`src/rtl/echo_measure_sequencer_pkg.sv`:
```
// echo_measure_sequencer_pkg: shared state encoding and result constants for the echo measurement sequencer
package echo_measure_sequencer_pkg;
  localparam int DIST_W = 16;
  localparam logic [DIST_W-1:0] DIST_TIMEOUT = 16'hFFFF;
  typedef enum logic [2:0] {IDLE, TRIG, BLANK, ARM, MEASURE, CAPTURE, HOLDOFF} state_t;
endpackage

```
`src/rtl/echo_measure_sequencer_echo_sync.sv`:
```
// echo_sync_edge: two-flop synchronizer for the raw echo plus rise/fall detection on the synchronized level
module echo_sync_edge (
  input  logic clk,
  input  logic rst_n,
  input  logic echo_in,
  output logic rise,
  output logic fall
);
  logic [1:0] sync_q, sync_d;
  logic prev_q, prev_d;
  always_comb begin
    sync_d = {sync_q[0], echo_in};
    prev_d = sync_q[1];
  end
  always_ff @(posedge clk or negedge rst_n)
    if (!rst_n) begin
      sync_q <= '0;
      prev_q <= 1'b0;
    end else begin
      sync_q <= sync_d;
      prev_q <= prev_d;
    end
  assign rise = sync_q[1] & ~prev_q;
  assign fall = ~sync_q[1] & prev_q;
endmodule

```
`src/rtl/echo_measure_sequencer.sv`:
```
// echo_measure_sequencer: fires the trigger, blanks ringing, gates echo_counter around the echo
// and reports a captured distance or a timeout, single-shot or at a fixed repetition period.
module echo_measure_sequencer
  import echo_measure_sequencer_pkg::*;
#(
  parameter int TRIG_CYCLES    = 200,
  parameter int BLANK_CYCLES   = 2000,
  parameter int TIMEOUT_CYCLES = 60000,
  parameter int PERIOD_CYCLES  = 1200000,
  parameter int CNT_W          = 24
) (
  input  logic              clk,
  input  logic              reset,
  input  logic              start,
  input  logic              continuous,
  input  logic              echo_in,
  input  logic [DIST_W-1:0] distance_raw,
  output logic              trig_out,
  output logic              enable_count,
  output logic              count_clear,
  output logic [DIST_W-1:0] distance,
  output logic              result_valid,
  output logic              timeout,
  output logic              busy
);
  localparam logic [CNT_W-1:0] TRIG_LAST = CNT_W'(TRIG_CYCLES - 1);
  localparam logic [CNT_W-1:0] BLANK_LAST = CNT_W'(BLANK_CYCLES - 1);
  localparam logic [CNT_W-1:0] TMO_LAST = CNT_W'(TIMEOUT_CYCLES - 1);
  localparam logic [CNT_W-1:0] PER_LAST = CNT_W'(PERIOD_CYCLES - 1);
  state_t state_q, state_d;
  logic [CNT_W-1:0] tmr_q, tmr_d, per_q, per_d;
  logic [DIST_W-1:0] distance_q, distance_d;
  logic timeout_q, timeout_d, valid_q, valid_d;
  logic echo_rise, echo_fall;
  echo_sync_edge u_sync (
    .clk    (clk),
    .rst_n  (reset),
    .echo_in(echo_in),
    .rise   (echo_rise),
    .fall   (echo_fall)
  );
  // tmr_q is reused per state: pulse width, blanking, timeout (ARM+MEASURE) and capture settle
  always_comb begin
    state_d     = state_q;
    tmr_d       = tmr_q + 1'b1;
    per_d       = (per_q >= PER_LAST) ? per_q : per_q + 1'b1;
    distance_d  = distance_q;
    timeout_d   = timeout_q;
    valid_d     = 1'b0;
    count_clear = 1'b0;
    case (state_q)
      IDLE: begin
        tmr_d = '0;
        per_d = '0;
        if (start || continuous) begin
          state_d     = TRIG;
          count_clear = 1'b1;
          timeout_d   = 1'b0;
        end
      end
      TRIG: if (tmr_q == TRIG_LAST) begin
        state_d = BLANK;
        tmr_d   = '0;
      end
      BLANK: if (tmr_q == BLANK_LAST) begin
        state_d = ARM;
        tmr_d   = '0;
      end
      ARM, MEASURE: begin
        if (tmr_q == TMO_LAST) begin
          state_d    = HOLDOFF;
          distance_d = DIST_TIMEOUT;
          timeout_d  = 1'b1;
          valid_d    = 1'b1;
        end else if (state_q == ARM && echo_rise) begin
          state_d = MEASURE;
        end else if (state_q == MEASURE && echo_fall) begin
          state_d = CAPTURE;
          tmr_d   = '0;
        end
      end
      CAPTURE: if (tmr_q == CNT_W'(1)) begin
        state_d    = HOLDOFF;
        distance_d = distance_raw;
        timeout_d  = 1'b0;
        valid_d    = 1'b1;
      end
      HOLDOFF: if (per_q >= PER_LAST) begin
        state_d     = continuous ? TRIG : IDLE;
        count_clear = continuous;
        per_d       = '0;
        tmr_d       = '0;
      end
      default: state_d = IDLE;
    endcase
  end
  always_ff @(posedge clk or negedge reset)
    if (!reset) begin
      state_q    <= IDLE;
      tmr_q      <= '0;
      per_q      <= '0;
      distance_q <= '0;
      timeout_q  <= 1'b0;
      valid_q    <= 1'b0;
    end else begin
      state_q    <= state_d;
      tmr_q      <= tmr_d;
      per_q      <= per_d;
      distance_q <= distance_d;
      timeout_q  <= timeout_d;
      valid_q    <= valid_d;
    end
  assign trig_out     = state_q == TRIG;
  assign enable_count = state_q == MEASURE;
  assign busy         = state_q != IDLE;
  assign distance     = distance_q;
  assign timeout      = timeout_q;
  assign result_valid = valid_q;
endmodule

```
`config.mk`:
```
export PLATFORM = sky130hd
export DESIGN_NAME = echo_measure_sequencer
export DESIGN_NICKNAME = d
export VERILOG_FILES = /design/src/rtl/echo_measure_sequencer_pkg.sv /design/src/rtl/echo_measure_sequencer_echo_sync.sv /design/src/rtl/echo_measure_sequencer.sv
export SDC_FILE = /design/constraint.sdc
export NUM_CORES = 1
export LEC_CHECK = 0
export ABC_AREA = 1
export CAP_MARGIN = 20
export CORE_MARGIN = 2
export CORE_UTILIZATION = 58
export DETAILED_ROUTE_END_ITERATION = 8
export PLACE_DENSITY = 0.81
export REMOVE_ABC_BUFFERS = 1
export SYNTH_ARGS = -nofsm -noshare
export SYNTH_HDL_FRONTEND = slang
export SYNTH_SLANG_ARGS = --single-unit
export TNS_END_PERCENT = 1
```
`constraint.sdc`:
```
create_clock -name clk -period 4.5 [get_ports clk]
set_input_delay 0.9 -clock clk [delete_from_list [all_inputs] [get_ports clk]]
set_output_delay 0.9 -clock clk [all_outputs]
set_load 0.005 [all_outputs]
```
==> flow_results.xml <==
<?xml version="1.0" encoding="UTF-8"?>
<metrics>
  <group name="clocking">
    <metric name="postCtsSetupBuffers" unit="">0</metric>
    <metric name="clk_latency" unit="ns">0.35</metric>
    <metric name="post_cts_resize_count" unit="">0</metric>
    <metric name="cts.clk_slew.worst_paths" unit="ns">0.07</metric>
    <metric name="cts_root_buf" unit="">sky130_fd_sc_hd__clkbuf_8</metric>
    <metric name="tritoncts" unit="">done</metric>
    <metric name="clock_tree.buffer_depth" unit="">2</metric>
    <metric name="cts_hold_buf" unit="">0</metric>
    <metric name="htree_levels" unit="">3</metric>
    <metric name="clock_sinks" unit="">72</metric>
    <metric name="number_of_buffers_created_by_cts" unit="">9</metric>
  </group>
  <group name="worst_setup_path">
    <metric name="endpoint_kind" unit="">output pin</metric>
    <metric name="worstPathCellList" unit="">ha_1 -&gt; nand3_1 -&gt; o21ai_1 -&gt; nand3_2 -&gt; nand2_4 -&gt; inv_4 -&gt; o22ai_1 -&gt; clkdlybuf4s50_1</metric>
    <metric name="cp.arrival" unit="ns">2.63</metric>
    <metric name="critical_path_peak_fanout" unit="">22</metric>
    <metric name="critical-path-top-delay-family" unit="">buffers and inverters</metric>
    <metric name="critPathMaxStageDelay" unit="ns">0.52</metric>
    <metric name="worst_ep_required_time" unit="ns">3.60</metric>
    <metric name="timing.reg2reg.setup_slack" unit="ns">2.27</metric>
    <metric name="crit_buf_inv" unit="">2</metric>
    <metric name="cp-start-kind" unit="">register</metric>
    <metric name="cp_slowest_cell" unit="">sky130_fd_sc_hd__clkdlybuf4s50_1</metric>
    <metric name="worstRegToRegCells" unit="">9</metric>
    <metric name="setup.worst_path.class" unit="">reg2out</metric>
    <metric name="critical_path.reg2reg.startpoint" unit="">tmr_q[0]</metric>
    <metric name="critical_path.reg2reg.endpoint" unit="">tmr_q[22]</metric>
  </group>
  <group name="synth">
    <metric name="ys_seq_elements" unit="">72</metric>
    <metric name="netlist_area" unit="um^2">4370</metric>
    <metric name="synthCells" unit="">590</metric>
    <metric name="syn_avg_cell_area" unit="um^2">7.41</metric>
    <metric name="synth_cell_type_count" unit="">34</metric>
    <metric name="ys.warnings.count" unit="">0</metric>
    <metric name="synth_sequential_area_ratio" unit="%">41.2</metric>
  </group>
  <group name="worst_hold_path">
    <metric name="holdPathEnd" unit="">u_sync.sync_q[1]</metric>
    <metric name="worst_hold_startpoint" unit="">u_sync.sync_q[0]</metric>
    <metric name="timing.hold.worst_path_depth" unit="">0</metric>
    <metric name="timing.hold.worst.class" unit="">reg2reg</metric>
  </group>
  <group name="grt">
    <metric name="grt_start_max_net_pins" unit="">73</metric>
    <metric name="wire_length_of_the_first_global_routing_pass" unit="mm">16.6</metric>
    <metric name="gr-total-overflow" unit="">0</metric>
    <metric name="first_global_vias" unit="">3694</metric>
    <metric name="number_of_antenna_violations_at_the_first_check_in_global_routing" unit="">0</metric>
    <metric name="grt_use_total" unit="%">24.9</metric>
  </group>
  <group name="placement">
    <metric name="gpl.final_weighted_congestion" unit="">0.925</metric>
    <metric name="placement.io_buffers" unit="">42</metric>
    <metric name="detailedPlacementHpwl" unit="mm">7.02</metric>
  </group>
  <group name="routing">
    <metric name="drt-total-wl" unit="mm">9.69</metric>
    <metric name="drc" unit="">0</metric>
    <metric name="ant_nets" unit="">0</metric>
    <metric name="avgViaCountPerCell" unit="">5.27</metric>
    <metric name="routedWlPerCell" unit="um">13.2</metric>
    <metric name="detail_route.iter0.violations" unit="">218</metric>
    <metric name="vias" unit="">3856</metric>
    <metric name="dr_pass1_iterations" unit="">5</metric>
  </group>
  <group name="sta">
    <metric name="setup_tns" unit="ns">0</metric>
    <metric name="max_slew_margin" unit="%">39.7</metric>
    <metric name="number_of_endpoints_failing_setup_at_the_final_stage" unit="">0</metric>
    <metric name="final.setup_skew" unit="ns">0.00924</metric>
    <metric name="post-route-min-period" unit="ns">3.53</metric>
    <metric name="rsz0062_at_grt" unit="">no</metric>
    <metric name="period_share" unit="%">78.5</metric>
    <metric name="clock.fmax" unit="MHz">283</metric>
    <metric name="hold_viol" unit="">0</metric>
    <metric name="number_of_pins_with_negative_max_slew_slack_in_the_final_report" unit="">0</metric>
    <metric name="slew_worst_pin" unit="ns">0.904</metric>
  </group>
  <group name="floorplan">
    <metric name="die-height" unit="um">90.8</metric>
    <metric name="starting_utilization_of_the_core_area" unit="%">60.0</metric>
    <metric name="floorplan.io_pins" unit="">43</metric>
    <metric name="die_width" unit="um">90.8</metric>
    <metric name="die_area" unit="um^2">8250</metric>
    <metric name="num_rows" unit="">31</metric>
    <metric name="core" unit="um^2">7290</metric>
  </group>
  <group name="status">
    <metric name="result_of_the_run" unit="">finished clean</metric>
  </group>
  <group name="pwr">
    <metric name="ir_drop" unit="mV">0.307</metric>
    <metric name="power.density" unit="nW/um^2">436</metric>
    <metric name="leakage" unit="nW">2.48</metric>
  </group>
  <group name="finish">
    <metric name="finalCoreUtilization" unit="%">68.7</metric>
    <metric name="insertedDiodeCount" unit="">0</metric>
    <metric name="layout_common_cells" unit="">145 x sky130_fd_sc_hd__nand2_1, 91 x sky130_fd_sc_hd__nor2_1, 86 x sky130_fd_sc_hd__inv_1</metric>
    <metric name="area_growth_syn_to_layout" unit="%">14.5</metric>
    <metric name="layout-drive-gt1-share" unit="%">7.28</metric>
    <metric name="final_common_cell" unit="">sky130_fd_sc_hd__nand2_1</metric>
    <metric name="nets" unit="">653</metric>
  </group>
  <group name="job">
    <metric name="drv.max_cap_violation_count" unit="">0</metric>
  </group>
</metrics>
## worst register-to-register path, cell delays in order (launching register included)
cell,delay [ns]
sky130_fd_sc_hd__dfrtp_1,0.41
sky130_fd_sc_hd__ha_1,0.24
sky130_fd_sc_hd__nand2_1,0.13
sky130_fd_sc_hd__nor2_1,0.09
sky130_fd_sc_hd__nand2_1,0.08
sky130_fd_sc_hd__nor2_2,0.06
sky130_fd_sc_hd__a21oi_2,0.50
sky130_fd_sc_hd__nand3_2,0.40
sky130_fd_sc_hd__nand2_1,0.18
sky130_fd_sc_hd__inv_1,0.05
## sequential cells by signal (all words and copies together) (netlist names)
| name | count |
|---|---|
| per_q | 24 |
| state_q | 3 |
| result_valid | 1 |
| distance | 16 |
| timeout | 1 |
| u_sync.sync_q | 2 |
| tmr_q | 24 |
| u_sync.prev_q | 1 |
## worst max-delay path by stage
stage / from / endpoint / slack, ns / cells past startpoint
after detailed placement: per_q[0] / count_clear / 1.37 / 8
after CTS: per_q[0] / count_clear / 0.98 / 8
final: per_q[0] / count_clear / 0.97 / 8
after floorplan: per_q[0] / count_clear / 2.12 / 7
after global routing: per_q[0] / count_clear / 0.77 / 8
after global placement: per_q[0] / count_clear / 1.44 / 8
## synthesized netlist by cell type
library cell	count	area share, %
sky130_fd_sc_hd__clkbuf_2	1	0.11
sky130_fd_sc_hd__o22ai_1	1	0.14
sky130_fd_sc_hd__nand3_2	6	1.4
sky130_fd_sc_hd__o22a_1	16	3.2
sky130_fd_sc_hd__buf_6	6	1.5
sky130_fd_sc_hd__o21ai_1	5	0.57
sky130_fd_sc_hd__a21oi_2	1	0.20
sky130_fd_sc_hd__nor2_2	6	0.86
sky130_fd_sc_hd__nand3_1	40	4.6
sky130_fd_sc_hd__nor3_1	6	0.69
sky130_fd_sc_hd__clkbuf_8	1	0.31
sky130_fd_sc_hd__ha_1	4	1.1
sky130_fd_sc_hd__buf_4	2	0.34
sky130_fd_sc_hd__nand4_1	23	3.3
sky130_fd_sc_hd__xnor2_1	6	1.2
sky130_fd_sc_hd__nor2_4	3	0.77
sky130_fd_sc_hd__buf_2	5	0.57
sky130_fd_sc_hd__o21bai_1	4	0.69
sky130_fd_sc_hd__nand2_1	145	12
sky130_fd_sc_hd__nand2_4	2	0.52
sky130_fd_sc_hd__xor2_1	21	4.2
sky130_fd_sc_hd__inv_4	1	0.14
sky130_fd_sc_hd__nand4_4	1	0.49
sky130_fd_sc_hd__o211ai_1	1	0.17
sky130_fd_sc_hd__dfrtp_1	72	41
sky130_fd_sc_hd__inv_1	86	7.4
sky130_fd_sc_hd__inv_2	5	0.43
sky130_fd_sc_hd__o21ai_0	7	0.80
sky130_fd_sc_hd__nand2_2	4	0.57
sky130_fd_sc_hd__nor2_1	91	7.8
sky130_fd_sc_hd__nand3b_1	2	0.34
sky130_fd_sc_hd__clkinv_1	2	0.17
sky130_fd_sc_hd__a21oi_1	13	1.5
sky130_fd_sc_hd__a31o_2	1	0.20
## area by class of cell
cell class	instances	area [um^2]
multi-input cells	409	2090
fillers	624	2290
clock buffers	10	138
clock inverters	5	81.3
repair buffers	42	418
flip-flops and latches	72	1800
inverters	94	355
well taps	99	124
## where the power goes
part,switching [mW],internal (mW)
Clock,0.241,0.324
Combinational,0.419,0.339
Sequential,0.0961,0.763
## cells by family (layout without fill, tap and decap cells)
family,after synthesis,count (layout),share of synthesized area [%]
AND/OR/NAND/NOR,329,329,33.7
buffers and inverters,109,151,11.0
flip-flops,72,72,41.2
AO/OA/AOI/OAI,49,49,7.47
XOR/XNOR,27,27,5.41
adder cells (fa/ha/maj),4,4,1.14
## metal layers
layer | vias to the layer above | GRT usage [%] | share of wire, %
met3 | 19 | 4.84 | 5.0
met2 | 109 | 41.2 | 49
met5 | - | 0 | 0
li1 | 1936 | - | -
met4 | 0 | 10.7 | 1.8
met1 | 1792 | 32.0 | 44
## stage by stage
stage,total power [mW],worst slack [ns],std cells,hold WS (ns),cell area [um^2]
floorplan,1.27,2.12,575,0.331,4250
global placement,1.60,1.44,716,0.334,4790
detailed placement,1.63,1.37,716,0.337,4790
CTS,2.20,0.981,731,0.352,5010
global route,2.32,0.772,731,0.359,5010
finish,2.18,0.970,731,0.354,5010
Power figures use the tool's default switching activity.
